[config.mk]
export PLATFORM = sky130hd
export DESIGN_NAME = y_vector_writer
export DESIGN_NICKNAME = d
export VERILOG_FILES = /design/src/rtl/spmv_pkg.sv /design/src/rtl/std_fifo.sv /design/src/rtl/y_vector_writer.sv
export SDC_FILE = /design/constraint.sdc
export NUM_CORES = 2
export LEC_CHECK = 0
export BUFFER_PORTS_ARGS = -buffer_cell sky130_fd_sc_hd__buf_2
export CORE_MARGIN = 8
export CORE_UTILIZATION = 45
export DETAILED_ROUTE_END_ITERATION = 6
export PLACE_DENSITY = 0.62
export SLEW_MARGIN = 20
export SYNTH_ARGS = -nofsm -noshare
export SYNTH_HDL_FRONTEND = slang
export SYNTH_SLANG_ARGS = --single-unit
[constraint.sdc]
create_clock -name clk -period 5.2 [get_ports clk]
set_clock_uncertainty 0.2 [all_clocks]
set_input_delay 0.52 -clock clk [delete_from_list [all_inputs] [get_ports clk]]
set_output_delay 0.52 -clock clk [all_outputs]
set_load 0.05 [all_outputs]
[src/rtl/spmv_pkg.sv]
// Shared SpMV definitions: FloPoCo exception codes, IEEE constants and the
// FloPoCo-to-IEEE double conversion used by the y-vector write path.
package spmv_pkg;

    typedef enum logic [1:0] {
        EXC_ZERO   = 2'b00,
        EXC_NORMAL = 2'b01,
        EXC_INF    = 2'b10,
        EXC_NAN    = 2'b11
    } exc_t;

    typedef enum logic [1:0] {
        YW_IDLE   = 2'b00,
        YW_RUN    = 2'b01,
        YW_FINISH = 2'b10
    } yw_state_t;

    localparam logic [63:0] IEEE_QNAN = 64'h7FF8_0000_0000_0000;

    // Zero and infinity keep only the sign; every NaN collapses to the quiet NaN.
    function automatic logic [63:0] flopoco_to_ieee(input logic [65:0] v);
        logic [63:0] r;
        case (v[65:64])
            EXC_ZERO:   r = {v[63], 63'b0};
            EXC_NORMAL: r = v[63:0];
            EXC_INF:    r = {v[63], 11'h7FF, 52'b0};
            default:    r = IEEE_QNAN;
        endcase
        return r;
    endfunction

endpackage

[src/rtl/std_fifo.sv]
// Show-ahead synchronous FIFO. A write while full is accepted only when a read
// frees a slot in the same cycle, so a full FIFO can stream at full rate.
module std_fifo #(
    parameter int WIDTH             = 66,
    parameter int DEPTH             = 32,
    parameter int ALMOST_FULL_COUNT = 16
) (
    input  logic             clk,
    input  logic             rst,
    input  logic             wr_en,
    input  logic [WIDTH-1:0] wr_data,
    input  logic             rd_en,
    output logic [WIDTH-1:0] rd_data,
    output logic             full,
    output logic             empty,
    output logic             almost_full
);
    localparam int AW = $clog2(DEPTH);
    localparam int CW = $clog2(DEPTH + 1);

    logic [WIDTH-1:0] mem_q [DEPTH];
    logic [AW-1:0]    wr_ptr_q, wr_ptr_d;
    logic [AW-1:0]    rd_ptr_q, rd_ptr_d;
    logic [CW-1:0]    count_q, count_d;
    logic             do_wr, do_rd;

    assign full        = (count_q == CW'(DEPTH));
    assign empty       = (count_q == '0);
    assign almost_full = (count_q >= CW'(ALMOST_FULL_COUNT));
    assign rd_data     = mem_q[rd_ptr_q];

    always_comb begin
        do_rd    = rd_en && !empty;
        do_wr    = wr_en && (!full || do_rd);
        wr_ptr_d = wr_ptr_q;
        rd_ptr_d = rd_ptr_q;
        count_d  = count_q;
        if (do_wr) wr_ptr_d = wr_ptr_q + AW'(1);
        if (do_rd) rd_ptr_d = rd_ptr_q + AW'(1);
        if (do_wr && !do_rd) count_d = count_q + CW'(1);
        else if (do_rd && !do_wr) count_d = count_q - CW'(1);
    end

    always_ff @(posedge clk) begin
        if (rst) begin
            wr_ptr_q <= '0;
            rd_ptr_q <= '0;
            count_q  <= '0;
        end else begin
            wr_ptr_q <= wr_ptr_d;
            rd_ptr_q <= rd_ptr_d;
            count_q  <= count_d;
        end
    end

    always_ff @(posedge clk) begin
        if (do_wr) mem_q[wr_ptr_q] <= wr_data;
    end

endmodule

[src/rtl/y_vector_writer.sv]
// Drains intermediator y results through a FIFO, converts FloPoCo to IEEE
// double and issues sequential 64-bit write requests to the memory controller.
module y_vector_writer
    import spmv_pkg::*;
#(
    parameter int ADDR_WIDTH  = 48,
    parameter int FIFO_DEPTH  = 32,
    parameter int ALMOST_FULL = 16
) (
    input  logic                  clk,
    input  logic                  rst,
    input  logic                  start,
    input  logic [ADDR_WIDTH-1:0] base_addr,
    input  logic [31:0]           row_count,
    input  logic                  push_to_y,
    input  logic [65:0]           v_to_y,
    output logic                  stall_out,
    output logic                  mem_req,
    output logic [ADDR_WIDTH-1:0] mem_addr,
    output logic [63:0]           mem_data,
    input  logic                  mem_stall,
    output logic                  busy,
    output logic                  done,
    output logic                  err,
    output logic [1:0]            dbg_state
);
    // FIFO_DEPTH - ALMOST_FULL must cover the intermediator's in-flight results.
    yw_state_t             state_q, state_d;
    logic [ADDR_WIDTH-1:0] addr_q, addr_d;
    logic [31:0]           remaining_q, remaining_d;
    logic                  err_q, err_d;
    logic                  stall_q, stall_d;
    logic                  mem_req_q, mem_req_d;
    logic [ADDR_WIDTH-1:0] mem_addr_q, mem_addr_d;
    logic [63:0]           mem_data_q, mem_data_d;

    logic        fifo_full, fifo_empty, fifo_almost_full;
    logic [65:0] fifo_rdata;
    logic        pop, push_ok;

    assign pop     = (state_q == YW_RUN) && !fifo_empty && !mem_stall && (remaining_q != 32'd0);
    assign push_ok = push_to_y && (state_q == YW_RUN);

    std_fifo #(
        .WIDTH            (66),
        .DEPTH            (FIFO_DEPTH),
        .ALMOST_FULL_COUNT(ALMOST_FULL)
    ) u_fifo (
        .clk        (clk),
        .rst        (rst),
        .wr_en      (push_ok),
        .wr_data    (v_to_y),
        .rd_en      (pop),
        .rd_data    (fifo_rdata),
        .full       (fifo_full),
        .empty      (fifo_empty),
        .almost_full(fifo_almost_full)
    );

    // State register
    always_ff @(posedge clk) begin
        if (rst) state_q <= YW_IDLE;
        else     state_q <= state_d;
    end

    // Next-state logic
    always_comb begin
        state_d = state_q;
        case (state_q)
            YW_IDLE: begin
                if (start) state_d = (row_count == 32'd0) ? YW_FINISH : YW_RUN;
            end
            YW_RUN: begin
                if (remaining_q == 32'd0) state_d = YW_FINISH;
            end
            YW_FINISH: state_d = YW_IDLE;
            default:   state_d = YW_IDLE;
        endcase
    end

    // Output logic
    always_comb begin
        busy      = (state_q != YW_IDLE);
        done      = (state_q == YW_FINISH);
        dbg_state = state_q;
    end

    // Counters, error flag and the registered request stage
    always_comb begin
        addr_d      = addr_q;
        remaining_d = remaining_q;
        err_d       = err_q;
        if ((state_q == YW_IDLE) && start) begin
            addr_d      = base_addr;
            remaining_d = row_count;
            err_d       = 1'b0;
        end
        if (pop) begin
            addr_d      = addr_q + ADDR_WIDTH'(8);
            remaining_d = remaining_q - 32'd1;
        end
        // A full FIFO still takes a push when a pop frees a slot the same cycle.
        if (push_to_y && (state_q != YW_RUN)) err_d = 1'b1;
        if (push_ok && fifo_full && !pop)     err_d = 1'b1;
        if (start && (state_q != YW_IDLE))    err_d = 1'b1;

        stall_d    = fifo_almost_full;
        mem_req_d  = pop;
        mem_addr_d = pop ? addr_q : mem_addr_q;
        mem_data_d = pop ? flopoco_to_ieee(fifo_rdata) : mem_data_q;
    end

    always_ff @(posedge clk) begin
        if (rst) begin
            addr_q      <= '0;
            remaining_q <= '0;
            err_q       <= 1'b0;
            stall_q     <= 1'b0;
            mem_req_q   <= 1'b0;
            mem_addr_q  <= '0;
            mem_data_q  <= '0;
        end else begin
            addr_q      <= addr_d;
            remaining_q <= remaining_d;
            err_q       <= err_d;
            stall_q     <= stall_d;
            mem_req_q   <= mem_req_d;
            mem_addr_q  <= mem_addr_d;
            mem_data_q  <= mem_data_d;
        end
    end

    assign err       = err_q;
    assign stall_out = stall_q;
    assign mem_req   = mem_req_q;
    assign mem_addr  = mem_addr_q;
    assign mem_data  = mem_data_q;

endmodule
==> metrics <==
DRC viols 0; RSZ-0062 raised after global routing false; Yosys reg bits ~2300; I/O pin total 270; final WL 220.3 mm; drt via density 5.932; vias post-DR 45294; WS Path Type flip-flop to flip-flop; wire per inst 28.85 um; Endpoint, Worst Hold u_fifo.mem_q[24][54]$_DFFE_PP_; Synth-to-Final Area Change 16.36%; Fin Setup TNS 0 ns; min-delay src v_to_y[54]; Die Span Y 462.1 um; router iterations before antenna repair 5; fin. max-slew vios 0; Synth area leaders edfxtp_1 71%, mux4_2 16%, dfxtp_1 4.9%; fmax 213.4 MHz; Die X 462.1 um; Worst Hold Depth 1; WP data arrival 5.22 ns; Critical Path Max Stage Delay 0.60 ns; distinct cell type count after synthesis 73; Yosys top cell by area edfxtp_1; final hold viol count 0; Seq/Total Area, Yosys 0.7569; Worst R2R End u_fifo.count_q[5]$_SDFFE_PP0P_; Syn Inst Count 4249; number of global-route vias before repair 45668; Final Cycle Share 0.9011; cell area after placement 94770 um^2; Layout Nets approximately 5000; clk_lat worst skew roughly 0.85 ns; CTS clk-pin slew, worst paths around 0.060 ns; Finished Core Util 0.5273; Synth Warn # 0; Clock Sinks 2330; total track usage 0.2024; die area 213600 um^2; Final WS setup 0.5142 ns; Routed Antenna Nets 0; IO Port Bufs approximately 270; dpl ws approximately 0.54 ns; dominant cell by count in the synthesized netlist edfxtp_1; Num CTS Buffers 228; worst-path fanout max 17; share of layout cells above drive strength 1 0.2858; core area 197600 um^2; Buf/Inv on CP 1; Worst Setup End Kind flip-flop; Post-DP HPWL 117.6 mm; asr flop ratio synth 0; cells along the critical path or4_4 -> or4b_4 -> or3_4 -> o211ai_4 -> nand2_1 -> ha_1 -> inv_1 -> ha_1 -> a21o_1 -> a21oi_1 -> o21bai_1 -> a21oi_1 -> mux2i_1 -> mux2_2; H-Tree Depth 4; status finished, final reports clean; DRC violation total after the first TritonRoute iteration 4648; Layout Cells excl Fill 7635; first-pass GRT wire length 319.7 mm; Worst EP required 5.74 ns; Worst Max-Slew Pin Slew around 1.1 ns; crit path time final 4.686 ns; Avg Inst Size Synth 21.08 um^2; Syn Nets between 4000 and 5000; top_reg_cell synth edfxtp_1; LEAKAGE between 30 and 40 nW; Synth top cells by count 2112 x edfxtp_1, 623 x mux4_2, 218 x dfxtp_1; PwrDens between 400 and 500 nW/um^2; Peak VDD IR 0.0003258 V; Slowest-stage cell, CP or4b_4; Hold Path Class input port to flip-flop; largest net degree at the start of global routing 106; dpl cells 7024; Reg2Reg Depth 14; GPL Wtd Cong approximately 0.81; reg-to-reg critical path startpoint remaining_q[2]$_SDFFE_PP0P_; Synth Cell Area 89560 um^2; number of synthesized flops with an enable pin ~2100; top-area cell type share of the netlist area 0.7081; Max-Cap Viols 0; Max-slew headroom 0.2319; CP top delay family simple AND/OR/NAND/NOR gates; Worst Setup Start Kind flip-flop; final setup vio count 0; Row Count 163; total gr overflow 0; worst reg2reg setup slack ~0.51 ns; initial antenna violation count 11; clock buffer depth 3; CTS Root Cell clkbuf_16; post-route design area 104200 um^2; CTS tree done; Starting Density 0.4532
## layout by cell type, fill, tap and decap left out, types with 29 or more instances in the layout
cell / netlist / final
mux2i_1: 115 / 115
buf_4: 1 / 86
buf_12: 0 / 29
dlygate4sd3_1: 0 / 175
o2bb2ai_1: 55 / 55
buf_2: 29 / 268
o211ai_1: 43 / 43
nand2_1: 191 / 190
clkbuf_16: 0 / 231
dfxtp_1: 218 / 215
nor2_1: 88 / 55
or3_1: 32 / 32
nor2_4: 0 / 33
clkbuf_1: 178 / 44
clkinv_1: 1 / 45
mux4_2: 623 / 623
edfxtp_1: 2112 / 2112
a21oi_1: 107 / 106
a31oi_1: 36 / 36
nand3_1: 47 / 47
clkinv_2: 0 / 46
## per-layer routing
metal	vias to the layer above	wire [um]	track usage
met5	-	12	0
met4	2	4021	0.04289
met3	285	15110	0.02987
met2	1746	104200	0.3207
met1	24252	96990	0.3023
li1	19009	-	-
## cells by family after synthesis
family / share of synthesized area
flip-flops: 0.7569
buffers and inverters: 0.01218
XOR/XNOR: 0.001076
AO/OA/AOI/OAI: 0.03128
multiplexers: 0.1713
adder cells (fa/ha/maj): 0.001900
AND/OR/NAND/NOR: 0.02541
## per-stage QoR
stage | power, mW | hold slack [ns]
2_1_floorplan | 24.10 | 0.2319
3_3_place_gp | 25.34 | 0.2362
3_5_place_dp | 25.37 | 0.2411
4_1_cts | 42.11 | 0.009848
5_1_grt | 43.04 | 0.01847
6_report | 41.71 | 0.07084
## state kept, by name, indices dropped and copies added (netlist names), named ones only
register,cells
stall_out,1
u_fifo.mem_q,2112
mem_data,64
addr_q,48
remaining_q,32
dbg_state,2
err,1
mem_addr,48
u_fifo.count_q,6
u_fifo.wr_ptr_q,5
mem_req,1
u_fifo.rd_ptr_q,5
## power breakdown
group | total (mW) | internal [mW] | switching, mW
clock | 16.7 | 9.58 | 7.10
combinational | 4.21 | 1.95 | 2.26
sequential | 20.8 | 20.6 | 0.179
## worst max-delay path by stage
| stage | from | end | slack [ns] | depth (start not counted) |
|---|---|---|---|---|
| 2_1_floorplan | dbg_state[0]$_SDFFE_PP0P_ | u_fifo.mem_q[29][0]$_DFFE_PP_ | -0.27 | 6 |
| 3_3_place_gp | remaining_q[2]$_SDFFE_PP0P_ | u_fifo.count_q[5]$_SDFFE_PP0P_ | 0.57 | 14 |
| 3_5_place_dp | remaining_q[2]$_SDFFE_PP0P_ | u_fifo.count_q[5]$_SDFFE_PP0P_ | 0.54 | 14 |
| 4_1_cts | remaining_q[2]$_SDFFE_PP0P_ | u_fifo.count_q[5]$_SDFFE_PP0P_ | 0.53 | 14 |
| 5_1_grt | remaining_q[2]$_SDFFE_PP0P_ | u_fifo.count_q[5]$_SDFFE_PP0P_ | 0.29 | 14 |
| 6_report | remaining_q[2]$_SDFFE_PP0P_ | u_fifo.count_q[5]$_SDFFE_PP0P_ | 0.51 | 14 |
## what timing repair did
item                      4_1_cts  5_1_grt
setup buffers                   0        0
hold endpoints to repair     2105        0
resized for setup               0        0
hold buffers                  175        0
## cell type report
class | instances | area, um^2
diodes | 5 | 12.51
clock buffers | 282 | 6036
clock inverters | 149 | 1643
fillers | 15198 | 93410
inverters | 25 | 111.4
multi-input cells | 1645 | 20960
flip-flops and latches | 2330 | 67800
well taps | 2640 | 3303
repair buffers | 559 | 4347
Note: power is estimated with default switching activity, not from simulation.
